==> config.mk <==
export PLATFORM = sky130hd
export DESIGN_NAME = inst_fetcher_flat
export DESIGN_NICKNAME = d
export VERILOG_FILES = /design/src/rtl/inst_fetcher_if.sv /design/src/rtl/inst_fetcher.sv /design/src/flat_wrapper.sv
export SDC_FILE = /design/constraint.sdc
export NUM_CORES = 1
export LEC_CHECK = 0
export ABC_AREA = 1
export BUFFER_PORTS_ARGS = -buffer_cell sky130_fd_sc_hd__buf_2
export CAP_MARGIN = 20
export CORE_ASPECT_RATIO = 0.8
export CORE_MARGIN = 2
export CORE_UTILIZATION = 40
export DETAILED_ROUTE_END_ITERATION = 10
export HOLD_SLACK_MARGIN = 0.05
export PLACE_DENSITY = 0.77
export SETUP_SLACK_MARGIN = 0.05
export SYNTH_ARGS = -nofsm -noshare
export SYNTH_HDL_FRONTEND = slang
export SYNTH_SLANG_ARGS = --single-unit
==> constraint.sdc <==
create_clock -name clk_in -period 6.5 [get_ports clk_in]
set_clock_uncertainty 0.05 [all_clocks]
set_input_delay 0.65 -clock clk_in [delete_from_list [all_inputs] [get_ports clk_in]]
set_output_delay 0.65 -clock clk_in [all_outputs]
set_load 0.02 [all_outputs]
==> src/rtl/inst_fetcher_if.sv <==
// Fetch-stage bus: cache lookup/update, memory read channel, redirect input
// and the instruction output handshake towards decode.
interface inst_fetcher_if;
    logic [31:0] ic_addr;
    logic        ic_hit;
    logic [31:0] ic_data;
    logic        ic_upd;
    logic [31:0] ic_upd_addr;
    logic [31:0] ic_upd_data;
    logic        mem_req;
    logic [31:0] mem_addr;
    logic        mem_done;
    logic [31:0] mem_data;
    logic        jump_en;
    logic [31:0] jump_addr;
    logic        inst_valid;
    logic [31:0] inst_out;
    logic [31:0] inst_pc;
    logic        inst_ready;

    modport master (
        output ic_addr, ic_upd, ic_upd_addr, ic_upd_data,
        output mem_req, mem_addr,
        output inst_valid, inst_out, inst_pc,
        input  ic_hit, ic_data, mem_done, mem_data,
        input  jump_en, jump_addr, inst_ready
    );

    modport slave (
        input  ic_addr, ic_upd, ic_upd_addr, ic_upd_data,
        input  mem_req, mem_addr,
        input  inst_valid, inst_out, inst_pc,
        output ic_hit, ic_data, mem_done, mem_data,
        output jump_en, jump_addr, inst_ready
    );
endinterface

==> src/rtl/inst_fetcher.sv <==
// Instruction fetch stage: owns the PC, looks up the I-cache every cycle,
// refills it from memory on a miss and hands instructions to decode.
module inst_fetcher #(
    parameter logic [31:0] RESET_PC = 32'h0
) (
    input  logic           clk_in,
    input  logic           rst_in,
    input  logic           rdy_in,
    inst_fetcher_if.master bus
);

    typedef enum logic [1:0] {
        S_FETCH = 2'd0,
        S_MEM   = 2'd1,
        S_FILL  = 2'd2
    } state_e;

    state_e      state_q, state_d;
    logic [31:0] pc_q, pc_d;
    logic        inst_valid_q, inst_valid_d;
    logic [31:0] inst_out_q, inst_out_d;
    logic [31:0] inst_pc_q, inst_pc_d;
    logic        mem_req_q, mem_req_d;
    logic [31:0] mem_addr_q, mem_addr_d;
    logic        ic_upd_q, ic_upd_d;
    logic [31:0] ic_upd_addr_q, ic_upd_addr_d;
    logic [31:0] ic_upd_data_q, ic_upd_data_d;

    logic        slot_free;
    logic [31:0] pc_step;

    assign slot_free = !inst_valid_q || bus.inst_ready;
    assign pc_step   = (bus.ic_data[1:0] == 2'b11) ? 32'd4 : 32'd2;

    always_ff @(posedge clk_in or posedge rst_in) begin
        if (rst_in) begin
            state_q <= S_FETCH;
        end else if (rdy_in) begin
            state_q <= state_d;
        end
    end

    // A redirect in S_FETCH suppresses the miss: the old PC is no longer wanted.
    always_comb begin
        state_d = state_q;
        case (state_q)
            S_FETCH: if (!bus.jump_en && !bus.ic_hit) state_d = S_MEM;
            S_MEM:   if (bus.mem_done) state_d = S_FILL;
            S_FILL:  state_d = S_FETCH;
            default: state_d = S_FETCH;
        endcase
    end

    always_comb begin
        pc_d          = pc_q;
        inst_valid_d  = inst_valid_q;
        inst_out_d    = inst_out_q;
        inst_pc_d     = inst_pc_q;
        mem_req_d     = mem_req_q;
        mem_addr_d    = mem_addr_q;
        ic_upd_d      = ic_upd_q;
        ic_upd_addr_d = ic_upd_addr_q;
        ic_upd_data_d = ic_upd_data_q;

        if (inst_valid_q && bus.inst_ready) inst_valid_d = 1'b0;

        case (state_q)
            S_FETCH: begin
                if (!bus.jump_en) begin
                    if (bus.ic_hit) begin
                        if (slot_free) begin
                            inst_valid_d = 1'b1;
                            inst_out_d   = bus.ic_data;
                            inst_pc_d    = pc_q;
                            pc_d         = pc_q + pc_step;
                        end
                    end else begin
                        mem_req_d  = 1'b1;
                        mem_addr_d = pc_q;
                    end
                end
            end
            S_MEM: begin
                // The fill completes even across a redirect; the data still matches mem_addr.
                if (bus.mem_done) begin
                    mem_req_d     = 1'b0;
                    ic_upd_d      = 1'b1;
                    ic_upd_addr_d = mem_addr_q;
                    ic_upd_data_d = bus.mem_data;
                end
            end
            S_FILL: begin
                ic_upd_d = 1'b0;
            end
            default: begin
                ic_upd_d = 1'b0;
            end
        endcase

        if (bus.jump_en) begin
            pc_d         = bus.jump_addr;
            inst_valid_d = 1'b0;
        end
    end

    always_ff @(posedge clk_in or posedge rst_in) begin
        if (rst_in) begin
            pc_q          <= RESET_PC;
            inst_valid_q  <= 1'b0;
            inst_out_q    <= 32'h0;
            inst_pc_q     <= 32'h0;
            mem_req_q     <= 1'b0;
            mem_addr_q    <= 32'h0;
            ic_upd_q      <= 1'b0;
            ic_upd_addr_q <= 32'h0;
            ic_upd_data_q <= 32'h0;
        end else if (rdy_in) begin
            pc_q          <= pc_d;
            inst_valid_q  <= inst_valid_d;
            inst_out_q    <= inst_out_d;
            inst_pc_q     <= inst_pc_d;
            mem_req_q     <= mem_req_d;
            mem_addr_q    <= mem_addr_d;
            ic_upd_q      <= ic_upd_d;
            ic_upd_addr_q <= ic_upd_addr_d;
            ic_upd_data_q <= ic_upd_data_d;
        end
    end

    assign bus.ic_addr     = pc_q;
    assign bus.ic_upd      = ic_upd_q;
    assign bus.ic_upd_addr = ic_upd_addr_q;
    assign bus.ic_upd_data = ic_upd_data_q;
    assign bus.mem_req     = mem_req_q;
    assign bus.mem_addr    = mem_addr_q;
    assign bus.inst_valid  = inst_valid_q;
    assign bus.inst_out    = inst_out_q;
    assign bus.inst_pc     = inst_pc_q;

endmodule

==> src/flat_wrapper.sv <==
// flat-port wrapper written by rule: the top's interface ports become plain ports
module inst_fetcher_flat 
#(
    parameter logic [31:0] RESET_PC = 32'h0
)
  (clk_in, rst_in, rdy_in, bus_ic_addr, bus_ic_upd, bus_ic_upd_addr, bus_ic_upd_data, bus_mem_req, bus_mem_addr, bus_inst_valid, bus_inst_out, bus_inst_pc, bus_ic_hit, bus_ic_data, bus_mem_done, bus_mem_data, bus_jump_en, bus_jump_addr, bus_inst_ready);
  inst_fetcher_if bus_i ();
  input  logic clk_in;
  input  logic rst_in;
  input  logic rdy_in;
  output wire logic [$bits(bus_i.ic_addr)-1:0] bus_ic_addr;
  output wire logic [$bits(bus_i.ic_upd)-1:0] bus_ic_upd;
  output wire logic [$bits(bus_i.ic_upd_addr)-1:0] bus_ic_upd_addr;
  output wire logic [$bits(bus_i.ic_upd_data)-1:0] bus_ic_upd_data;
  output wire logic [$bits(bus_i.mem_req)-1:0] bus_mem_req;
  output wire logic [$bits(bus_i.mem_addr)-1:0] bus_mem_addr;
  output wire logic [$bits(bus_i.inst_valid)-1:0] bus_inst_valid;
  output wire logic [$bits(bus_i.inst_out)-1:0] bus_inst_out;
  output wire logic [$bits(bus_i.inst_pc)-1:0] bus_inst_pc;
  input wire logic [$bits(bus_i.ic_hit)-1:0] bus_ic_hit;
  input wire logic [$bits(bus_i.ic_data)-1:0] bus_ic_data;
  input wire logic [$bits(bus_i.mem_done)-1:0] bus_mem_done;
  input wire logic [$bits(bus_i.mem_data)-1:0] bus_mem_data;
  input wire logic [$bits(bus_i.jump_en)-1:0] bus_jump_en;
  input wire logic [$bits(bus_i.jump_addr)-1:0] bus_jump_addr;
  input wire logic [$bits(bus_i.inst_ready)-1:0] bus_inst_ready;
  assign bus_ic_addr = bus_i.ic_addr;
  assign bus_ic_upd = bus_i.ic_upd;
  assign bus_ic_upd_addr = bus_i.ic_upd_addr;
  assign bus_ic_upd_data = bus_i.ic_upd_data;
  assign bus_mem_req = bus_i.mem_req;
  assign bus_mem_addr = bus_i.mem_addr;
  assign bus_inst_valid = bus_i.inst_valid;
  assign bus_inst_out = bus_i.inst_out;
  assign bus_inst_pc = bus_i.inst_pc;
  assign bus_i.ic_hit = bus_ic_hit;
  assign bus_i.ic_data = bus_ic_data;
  assign bus_i.mem_done = bus_mem_done;
  assign bus_i.mem_data = bus_mem_data;
  assign bus_i.jump_en = bus_jump_en;
  assign bus_i.jump_addr = bus_jump_addr;
  assign bus_i.inst_ready = bus_inst_ready;
  inst_fetcher #(.RESET_PC(RESET_PC)) u_core (.clk_in(clk_in), .rst_in(rst_in), .rdy_in(rdy_in), .bus(bus_i));
endmodule
**Yosys cells after proc, flatten, opt, wreduce, memory -nomap -nowiden**

Index checks and enable logic that the tools add are counted.
Widths: inputs -> output; s select.

- Logic and storage cells: 57
- Bits in registers: 197
- Input bits: 103

- Reduce and logical (&&, ||, !) cells: 18
- Bitwise gates (word level): 3
- Multiplexer cells: 19
- $add $sub $neg: 1
- Equal/unequal tests: 6

Operators with widths:

| operator | count |
|---|---|
| $mux 32 | 4 |
| $add 32x32->32 | 1 |
| $reduce_and 5->1 | 2 |
| $mux 1 | 9 |
| $reduce_and 3->1 | 3 |
| $reduce_and 4->1 | 2 |
| $reduce_bool 2->1 | 4 |
| $ne 2x2->1 const B | 3 |
| $mux 2 | 2 |
| $pmux 1 s2 | 2 |
| $pmux 2 s2 | 1 |
| $logic_not 1->1 | 3 |
| $mux 3 | 1 |
| $not 1->1 | 3 |
| $eq 2x1->1 const B | 1 |
| $eq 2x2->1 const B | 1 |
| $logic_and 1x1->1 | 2 |
| $logic_not 2->1 | 1 |
| $ne 2x1->1 const B | 1 |
| $logic_or 1x1->1 | 1 |

**Logic depth before layout (Yosys ltp)**

Gate-level depths: netlist of the first run.

- Depth after elaboration: 7
- Depth in mapped cells: 13

**Worst setup path after synthesis of the first run**

OpenSTA, ideal clock, no wires.

- Kind: input-to-reg
- From: input port bus_ic_data[0]
- To: register u_core.pc_q[13], in the netlist u_core.bus.ic_addr[13]
- Path buffers: 0
- Setup time: 0.113 ns
- Required time: 6.337 ns
- Slack: 4.415 ns
- Stages: 11
- Arrival: 1.922 ns
- Cell sequence: nand2_1 > ha_1 > fa_1 > nand3_1 > inv_1 > nand2_1 > nor2_1 > o21ai_0 > nand2_1 > nand2_1 > inv_1

- Word-level cells in the longest chain between the ends: 7

RTL lines:

| element | line | RTL |
|---|---|---|
| start, declared | flat_wrapper.sv:21 | `input wire logic [$bits(bus_i.ic_data)-1:0] bus_ic_data;` |
| $eq 2x2->1 | inst_fetcher.sv:33 | `assign pc_step = (bus.ic_data[1:0] == 2'b11) ? 32'd4 : 32'd2;` |
| $mux 3 | inst_fetcher.sv:33 |  |
| $add 32x32->32 | inst_fetcher.sv:75 | `pc_d = pc_q + pc_step;` |
| $mux 32 | inst_fetcher.sv:71 | `if (slot_free) begin` |
| $mux 32 | inst_fetcher.sv:70 | `if (bus.ic_hit) begin` |
| $mux 32 | inst_fetcher.sv:67 | `case (state_q)` |
| $mux 32 | inst_fetcher.sv:100 | `if (bus.jump_en) begin` |
| end signal, assigned | inst_fetcher.sv:118 | `pc_q <= pc_d;` |
| end, declared | inst_fetcher.sv:19 | `logic [31:0] pc_q, pc_d;` |

Every way passes these cells. The select of a mux whose other input is x is not followed.
A chain may end at the register's enable or synchronous reset.

**Final worst setup path of the first run**

- From: input port bus_jump_en
- To: register u_core.pc_q[7], in the netlist u_core.bus.ic_addr[7]

- Word-level cells in the longest chain between the ends: 2

RTL lines:

| element | line | RTL |
|---|---|---|
| start, declared | flat_wrapper.sv:24 | `input wire logic [$bits(bus_i.jump_en)-1:0] bus_jump_en;` |
| $reduce_bool 2->1 (no line) | - |  |
| $reduce_and 4->1 (no line) | - |  |

Several ways; a longest one is shown, not always the timed one.

==> flow_summary.ini, run 1 <==
[global_route]
antenna_found_initial = 3
met3_usage_pct = 6.114
grt_use_met2_pct = 32.81
grt_use_met1_pct = 30.57
grt_pass1_vias = 7261
grt_max_degree = 129
grt-busiest-layer = met2
track_usage_pct = 21.85
grt_pass1_wl_um = 38960
globalRouteOverflowTotal = 0

[clock_network]
clkTransAtPathRegs_ns = 0.08
cts_tree = yes
clockRootBuffer = clkbuf_16
cts_sinks = 197
clock_latency_ns = 0.43
hold_buffers = 0
cts_htree_levels = 4
cts_buffers = 17
clk_path_buf_depth = 2
cts_resized = 0
postCtsSetupRepairBufs = 0

[synth]
yosysWarnings = 0
synthesis.area_um2 = 8747
synth.area.mux_share_pct = 5.493
yosys.area_share.simple_pct = 24.79
synth_top_family_by_area = simple AND/OR/NAND/NOR gates
synth_edf_count = 0
synth_adder_area_share_pct = 0.5149
synth-main-ff-cell = dfrtp_1
syn_avg_cell_area_um2 = 8.576
synthDistinctLibCells = 27
netlist_instances = 1020
synth-async-reset-ratio_pct = 100.0
synth-xor-area-share_pct = 0
synth_compound_area_share_pct = 6.780
synth_seq_area_share_pct = 56.36
syn_nets = 1126
synth_seq_cells = 197

[setup_path]
cp-end-kind = flop
arrival_ns = 3.21
crit_family = buffers and inverters
cp-start-kind = primary input
r2r_setup_slack_ns = 3.59
r2r_cells = 8
r2r_start = u_core.state_q[1]
slowest_delay_ns = 0.79
timing.critical_path.buf_inv = 2
r2r_end = u_core.bus.ic_addr[7]
crit_type = in2reg
critPathRequiredTime_ns = 6.76
worst-path-max-fanout = 33
crit_path_cell_trace = buf_2, nand2_1, nand2_1, inv_1, a21oi_1, a21oi_1
cp_slowest_cell = nand2_1

[power]
p_total_mw = 4.999
power_frac_seq_pct = 40.4
p_sw_share_pct = 41.70
combPwrFrac_pct = 37.6
vdd.ir_drop.worst_mv = 0.1764
p_sw_mw = 2.084
p_per_area_nw_per_um2 = 453.6
p_int_mw = 2.914
clkPwrFrac_pct = 22.0
p_leak_nw = 6.209

[sta]
relSlewSlack_pct = 31.72
tns_ns = 0
period_share_pct = 45.46
finalSetupViolations = 0
min_period_ns = 2.955
max_clock_freq_mhz = 338.4
worstMarginPinSlew_ns = 1.022
rsz0062_at_grt = false
finalHoldViolCount = 0
slew_violations = 0

[run_status]
outcome = finished, final reports clean

[floorplanning]
die_area_um2 = 23070
io_pins = 298
initial_core_util_pct = 40.68
fp.dieH_um = 136.3
coreArea_um2 = 21500
rows = 48
die_w_um = 169.3

[job]
maxCapViolCount = 0

[place]
numPortBuffers = 297
place.gp.congestion = 0.9094
place_area_um2 = 10360
dp_hpwl_um = 18380

[cells_and_area]
mostFrequentLayoutCells = nand2_1 (435), buf_2 (297), dfrtp_1 (197), o21ai_0 (83), nor2_1 (76)
drive_above_1_share_pct = 28.60
final_area_um2 = 11020
layout.nets = 1404
final_common_cell = nand2_1
syn2layout_area_growth_pct = 25.99

[detailed_routing]
drt-total-wl_um = 25270
drc = 0
drt_iter0_drc = 642
dr.pass1.iters = 5
vias_per_cell = 4.870
wire_per_inst_um = 15.91
num_vias = 7733
drtAntennaViolNets = 0

[hold_path]
hold_path.class = in2async
synth_stat cells, drive strengths merged (3+ instances only):
library cell / n / share of area [%]
nor2: 78 / 3.5
nand2: 437 / 19
buf: 33 / 2.5
inv: 73 / 3.1
a31oi: 3 / 0.21
o21ai: 95 / 5.5
a21oi: 14 / 0.80
nand4: 3 / 0.39
clkbuf: 11 / 0.47
mux2: 32 / 5.5
nand3: 36 / 2.1
dfrtp: 197 / 56
through the flow:
step	utilization [%]	worst slack (ns)	hold WS (ns)	cells
after floorplan	-	0.4310	0.4427	1020
after global placement	48.20	3.257	0.4053	1552
after detailed placement	48.20	3.194	0.4092	1552
after CTS	51.05	3.624	0.3381	1584
after global routing	51.26	3.328	0.3387	1588
final	51.26	3.545	0.3560	1588
cell families (layout without fill, tap and decap cells):
group | Yosys count | in the layout
adders and majority gates | 3 | 3
and+or+nand+nor | 556 | 556
muxes | 32 | 32
other | 0 | 2
AOI/OAI and AO/OA | 115 | 115
DFF | 197 | 197
buffers and inverters | 117 | 408
final cells by class:
cell class,count,area [um2]
Antenna cell,2,5.005
Fill cell,2037,10480
Clock buffer,18,429.2
Multi-Input combinational cell,706,3292
Tap cell,275,344.1
Timing Repair Buffer,303,1556
Sequential cell,197,4930
Inverter,73,281.5
Clock inverter,14,182.7
metal layers:
layer | up-vias | part of all wire [%] | wire, um
met3 | 38 | 8.0 | 2030
met5 | - | 0 | 0
li1 | 3759 | - | -
met2 | 328 | 44 | 11230
met1 | 3608 | 45 | 11440
met4 | 0 | 2.2 | 559
worst max-delay path by stage:
stage,from,endpoint,slack (ns),cells past startpoint
after floorplan,rst_in,u_core.bus.ic_addr[0],0.43,1
after global routing,u_core.state_q[1],u_core.bus.ic_addr[7],3.33,8
after detailed placement,bus_jump_en,u_core.bus.ic_addr[9],3.19,6
final,bus_jump_en,u_core.bus.ic_addr[7],3.54,6
after CTS,bus_jump_en,u_core.bus.ic_addr[9],3.62,6
after global placement,bus_jump_en,u_core.bus.inst_out[24],3.26,6
registers in the layout, summed over array words and instances (netlist names):
register                flops
u_core.bus.ic_addr         32
u_core.bus.inst_valid       1
u_core.bus.inst_out        32
u_core.bus.ic_upd           1
u_core.bus.inst_pc         32
u_core.bus.mem_addr        32
u_core.bus.mem_req          1
u_core.state_q              2
u_core.bus.ic_upd_addr     32
u_core.bus.ic_upd_data     32
power by group through the flow:
| stage | combinational (mW) | clock [mW] | sequential, mW |
|---|---|---|---|
| finish | 1.88 | 1.10 | 2.02 |
| global route | 2.05 | 1.18 | 2.08 |
| CTS | 1.90 | 1.12 | 2.02 |
| detailed placement | 1.89 | 0 | 2.03 |
| global placement | 1.85 | 0 | 2.02 |
| floorplan | 0.607 | 0 | 2.56 |
No activity file was read; power rests on OpenSTA's default activity.
==> inputs of run 2 (changes only) <==
- ABC_AREA: 1 -> 0
- PLACE_DENSITY: 0.77 -> 0.75
- clock period: 6.5 -> 3 ns (I/O delays scaled with it)
==> run 2 against run 1 <==
Critical path depth rose by 4. Die area shrank 5.1%. Core utilization is 4.2 points higher. Sequential share of layout area fell by 1.4 points. Non-clock buffer count is 74 higher. Sequential cell count unchanged. Final cell count down 12%. Total power grew 120%. Combinational power grew 110%.
==> flow_summary.ini, run 2 <==
[setup_path]
crit_top_cell = a311oi_1
r2r_start = u_core.bus.ic_addr[1]
r2r_end = u_core.bus.ic_addr[21]
r2r_cells = 7
slowest_delay_ns = 0.54
arrival_ns = 3.01
critPathRequiredTime_ns = 3.29
cp_slowest_cell = dlygate4sd3_1
endpoint = u_core.bus.ic_addr[21]
cp-start-kind = primary input
r2r_setup_slack_ns = 0.52
cp-end-kind = flop
worst-path-max-fanout = 8
worstSetupStartpoint = bus_ic_data[0]
crit_path_cell_trace = dlygate4sd3_1, buf_2, nand2_1, ha_1, fa_1, nand4_1, nor4_4, and2_1, a311oi_1, a311oi_1
crit_type = in2reg

[global_route]
grt_pass1_vias = 6933
globalRouteOverflowTotal = 0
track_usage_pct = 22.13
grt_max_degree = 82
antenna_found_initial = 7
met3_usage_pct = 8.401
grt_use_met1_pct = 27.94
grt_use_met2_pct = 35.52
grt_pass1_wl_um = 37450
grt-busiest-layer = met2

[job]
maxCapViolCount = 0

[detailed_routing]
vias_per_cell = 5.107
num_vias = 7124
dr.pass1.iters = 5
drtAntennaViolNets = 0
drc = 0
drt-total-wl_um = 24450
wire_per_inst_um = 17.52
drt_iter0_drc = 423

[synth]
synth_seq_area_share_pct = 59.45
synth-main-ff-cell = dfrtp_1
syn_nets = 864
synth_most_common_cell = nand2_1
synth_top_area_share_pct = 59.45
synth_edf_count = 0
synthDistinctLibCells = 57
netlist_instances = 758
synth-async-reset-ratio_pct = 100.0
synth_largest_area_cell = dfrtp_1
synth_seq_cells = 197
ys_top_cells_by_count = nand2_1 (213), dfrtp_1 (197), mux2_2 (98)
synthesis.area_um2 = 8292
yosys-top-cells-area = dfrtp_1 (59%), mux2_2 (13%), nand2_1 (9.6%), o21ai_0 (1.6%), clkbuf_1 (1.5%)
yosysWarnings = 0
syn_avg_cell_area_um2 = 10.94

[cells_and_area]
drive_above_1_share_pct = 40.55
stdcell_count = 1395
final_common_cell = buf_2
multi_input_area_um2 = 3177
final_area_um2 = 11380
seq_area_um2 = 4930
fill_cells = 1717
layout.nets = 1215
syn2layout_area_growth_pct = 37.26
mostFrequentLayoutCells = buf_2 (297), nand2_1 (212), dfrtp_1 (197), mux2_2 (98), dlygate4sd3_1 (65)

[sta]
period_share_pct = 90.79
finalHoldViolCount = 0
worstMarginPinSlew_ns = 0.8461
min_period_ns = 2.724
slew_violations = 0
finalSetupViolations = 0
rsz0062_at_grt = false
fin_ws_ns = 0.2762
relSlewSlack_pct = 43.59
tns_ns = 0
max_clock_freq_mhz = 367.1

[floorplanning]
io_pins = 298
rows = 47
initial_core_util_pct = 40.40
die_w_um = 165.0
fp.dieH_um = 132.8
coreArea_um2 = 20520
die_area_um2 = 21900

[clock_network]
clock_latency_ns = 0.43
cts_tree = yes
clkTransAtPathRegs_ns = 0.07
cts_resized = 0
cts_sinks = 197
cts_htree_levels = 4
clockRootBuffer = clkbuf_16
clk_path_buf_depth = 2
cts_buffers = 17

[place]
dpl.cell_count = 1294
place_area_um2 = 10110
place.gp.congestion = 0.8413
pre_cts_ws_ns = 0.3740
numPortBuffers = 297
dp_hpwl_um = 16670

[power]
p_total_mw = 10.83
p_per_area_nw_per_um2 = 952.0
vdd.ir_drop.worst_mv = 0.5368
p_leak_nw = 5.682

[hold_path]
hold_path.class = in2reg

[run_status]
outcome = finished, final reports clean
run 2: cell types whose count changed in the layout (fill, tap and decap cells not counted), moves of 24 or more:
cell / delta
inv_1: -61
dlygate4sd3_1: +65
o21ai_0: -56
nand3_1: -24
mux2_4: -32
nor2_1: -61
mux2_2: +98
nand2_1: -223
run 2: what timing repair did:
item                                    in CTS  in global routing
hold buffers                                62                  3
endpoints found under the setup margin       0                  5
hold endpoints to repair                    80                  3
setup buffers                                0                  0
run 2: layer usage:
metal | share of wire [%] | vias up
met5 | 0.13 | -
met4 | 1.6 | 6
met3 | 9.9 | 36
met2 | 47 | 308
met1 | 42 | 3449
li1 | - | 3325
run 2: cell type report:
type | instances | area share (%)
multi-input cells | 505 | 27.91
well taps | 269 | 2.957
clock inverters | 13 | 1.451
repair buffers | 377 | 19.99
flip-flops and latches | 197 | 43.32
diodes | 4 | 0.08795
clock buffers | 19 | 3.892
inverters | 11 | 0.3958
run 2: metrics by stage:
step	utilization (%)	hold slack (ns)
detailed placement	49.27	0.3187
global route	55.40	0.06025
global placement	49.27	0.3138
floorplan	-	0.3554
finish	55.45	0.06726
CTS	55.26	0.05007
run 2: report_power, final:
group          internal (mW)  total (mW)  switching, mW
Sequential              3.71        4.48          0.769
Clock                   1.22        2.33           1.11
Combinational           1.56        4.03           2.48
Total                   6.48        10.8           4.35
run 2: worst min path at each step:
stage	slack, ns	start	endpoint	cells past startpoint
floorplan	0.36	bus_ic_data[0]	u_core.bus.inst_out[0]	2
global placement	0.31	rst_in	u_core.bus.ic_upd_data[30]	2
detailed placement	0.32	rst_in	u_core.bus.ic_upd_data[30]	2
CTS	0.05	bus_ic_data[14]	u_core.bus.inst_out[14]	3
global route	0.06	bus_ic_data[14]	u_core.bus.inst_out[14]	3
finish	0.07	bus_ic_data[14]	u_core.bus.inst_out[14]	3
run 2: kinds of logic (layout without fill, tap and decap cells):
| group | after synthesis | in the layout | synth area share [%] |
|---|---|---|---|
| AO/OA/AOI/OAI | 96 | 96 | 7.515 |
| buffers and inverters | 56 | 420 | 2.641 |
| multiplexers | 101 | 101 | 13.67 |
| AND/OR/NAND/NOR | 305 | 305 | 16.18 |
| flip-flops | 197 | 197 | 59.45 |
| adder cells (fa/ha/maj) | 3 | 3 | 0.5432 |
| other | 0 | 4 | 0 |
run 2: critical path: cells and delay by family:
kind,cells,cell delay (ns)
and+or+nand+nor,4,1.21
buffers and inverters,2,0.68
AOI/OAI and AO/OA,2,0.36
adders and majority gates,2,0.45
==> inputs of run 3 (changes only) <==
- CORE_MARGIN: 2 -> 8
- CORE_UTILIZATION: 40 -> 33
- PLACE_DENSITY: 0.75 -> 0.65
==> run 3 against run 2 <==
Via count is 1.1% lower. Sequential cell count stayed put. Sequential share of layout area is 0.33 points lower. Clock power is 3% higher. Die area is 39% higher. Non-clock buffer count is 1 higher. Combinational power is 2% higher. Core utilization is 9.5 points lower. Setup slack worse by 0.070 ns. Clock-buffer cell count is 3 higher. Final cell count is 3.9% higher. Critical path type unchanged. Critical endpoint is now u_core.bus.ic_addr[25]. Largest power group unchanged.
==> flow_summary.ini, run 3 (same netlist as run 2, synthesis figures left out) <==
[global_route]
grt_pass1_vias = 7222
grt_pass1_wl_um = 42590
track_usage_pct = 17.70
antenna_found_initial = 9
globalRouteOverflowTotal = 0
grt_max_degree = 115

[detailed_routing]
wire_per_inst_um = 18.96
dr.pass1.iters = 5
drc = 0
drt_iter0_drc = 419
num_vias = 7047
drt-total-wl_um = 27480
vias_per_cell = 4.863
drtAntennaViolNets = 0

[cells_and_area]
multi_input_area_um2 = 3177
syn2layout_area_growth_pct = 38.31
layout.nets = 1216
mostFrequentLayoutCells = buf_2 (297), nand2_1 (212), dfrtp_1 (197), mux2_2 (98), dlygate4sd3_1 (66)
seq_area_um2 = 4930
drive_above_1_share_pct = 40.34
final_common_cell = buf_2
fill_cells = 2321

[setup_path]
cp-end-kind = flop
r2r_start = u_core.bus.ic_addr[1]
slowest_delay_ns = 0.55
crit_family = simple AND/OR/NAND/NOR gates
r2r_end = u_core.bus.ic_addr[25]
cp_slowest_cell = dlygate4sd3_1
crit_path_cell_trace = dlygate4sd3_1, buf_2, nand2_1, ha_1, fa_1, nand4_1, nor4_4, and2_1, a311oi_1, a311oi_1
cp-start-kind = primary input
crit_type = in2reg
arrival_ns = 3.07
worst-path-max-fanout = 8
timing.critical_path.buf_inv = 2
r2r_setup_slack_ns = 0.46
endpoint = u_core.bus.ic_addr[25]
worstSetupStartpoint = bus_ic_data[1]
critPathRequiredTime_ns = 3.28
cp.depth = 10
crit_top_cell = a311oi_1
r2r_cells = 7

[clock_network]
clockRootBuffer = clkbuf_16
cts_resized = 0
clock_latency_ns = 0.43
clkTransAtPathRegs_ns = 0.07
clk_path_buf_depth = 2
cts_htree_levels = 4
cts_sinks = 197
cts_tree = yes
cts_buffers = 17

[power]
p_per_area_nw_per_um2 = 959.1
p_leak_nw = 5.689
vdd.ir_drop.worst_mv = 0.5372

[sta]
rsz0062_at_grt = false
max_clock_freq_mhz = 358.0
min_period_ns = 2.794
worstMarginPinSlew_ns = 0.7607
relSlewSlack_pct = 49.17
period_share_pct = 93.12
fin_ws_ns = 0.2065
finalSetupViolations = 0
finalHoldViolCount = 0
tns_ns = 0
slew_violations = 0

[place]
pre_cts_ws_ns = 0.3545
dp_hpwl_um = 19290
numPortBuffers = 297
place.gp.congestion = 0.7743

[floorplanning]
io_pins = 298
rows = 52
fp.dieH_um = 157.8
initial_core_util_pct = 33.19
die_w_um = 193.2
die_area_um2 = 30490
coreArea_um2 = 24980

[run_status]
outcome = finished, final reports clean

[job]
maxCapViolCount = 0

[hold_path]
hold_path.class = in2reg
-- run 3: cell count changes in the layout (fill, tap and decap cells not counted), moves of 2 or more --
cell,before,now
clkbuf_1,1,3
clkinv_8,4,0
bufinv_16,1,3
diode_2,4,2
inv_6,7,3
clkinvlp_4,1,3
-- run 3: final cells by class --
class | count | area share (%)
multi-input cells | 505 | 27.70
inverters | 11 | 0.3928
diodes | 2 | 0.04364
flip-flops and latches | 197 | 42.98
repair buffers | 378 | 20.03
well taps | 324 | 3.535
clock inverters | 10 | 1.266
clock buffers | 22 | 4.048
-- run 3: timing repair --
item                                    in CTS  in global routing
hold buffers                                66                  0
endpoints found under the setup margin       0                  0
hold endpoints to repair                   156                  0
setup buffers                                0                  0
-- run 3: routing by layer --
metal	vias up	share of wire (%)	global-route usage, %
met5	-	0.36	0
met4	16	1.0	4.499
met3	33	9.0	7.287
met2	273	45	27.95
met1	3425	44	22.33
li1	3300	-	-
-- run 3: where the power goes --
part | internal, mW | total (mW) | switching [mW]
combinational | 1.56 | 4.12 | 2.55
sequential | 3.71 | 4.48 | 0.773
clock | 1.37 | 2.40 | 1.03
total | 6.64 | 11.0 | 4.36
-- run 3: stage by stage --
| step | cell area, um2 | hold slack (ns) | std cells | power [mW] | utilization, % |
|---|---|---|---|---|---|
| after global placement | 10190 | 0.4017 | 1349 | 8.503 | 40.80 |
| final | 11470 | 0.07375 | 1449 | 11.00 | 45.90 |
| after detailed placement | 10190 | 0.4075 | 1349 | 8.614 | 40.80 |
| after CTS | 11460 | 0.05088 | 1447 | 11.13 | 45.88 |
| after global routing | 11470 | 0.05214 | 1448 | 11.66 | 45.89 |
| after floorplan | 8295 | 0.3554 | 758 | 6.870 | - |
-- run 3: how the worst min path moves through the flow --
stage,to,start,slack [ns],cells after the start
global route,u_core.bus.ic_upd_data[17],bus_mem_data[17],0.05,2
global placement,u_core.bus.inst_out[21],u_core.bus.inst_out[21],0.40,2
CTS,u_core.bus.ic_upd_data[31],bus_mem_data[31],0.05,2
finish,u_core.bus.ic_upd_data[31],bus_mem_data[31],0.07,2
detailed placement,u_core.bus.inst_out[22],u_core.bus.inst_out[22],0.41,2
floorplan,u_core.bus.inst_out[0],bus_ic_data[0],0.36,2
-- run 3: worst reg2reg max path, delay by kind of cell (launching register included) --
| family | cells | cell delay, ns |
|---|---|---|
| fa+ha+maj | 2 | 0.47 |
| flops | 1 | 0.43 |
| compound gates | 2 | 0.39 |
| simple gates | 3 | 1.11 |
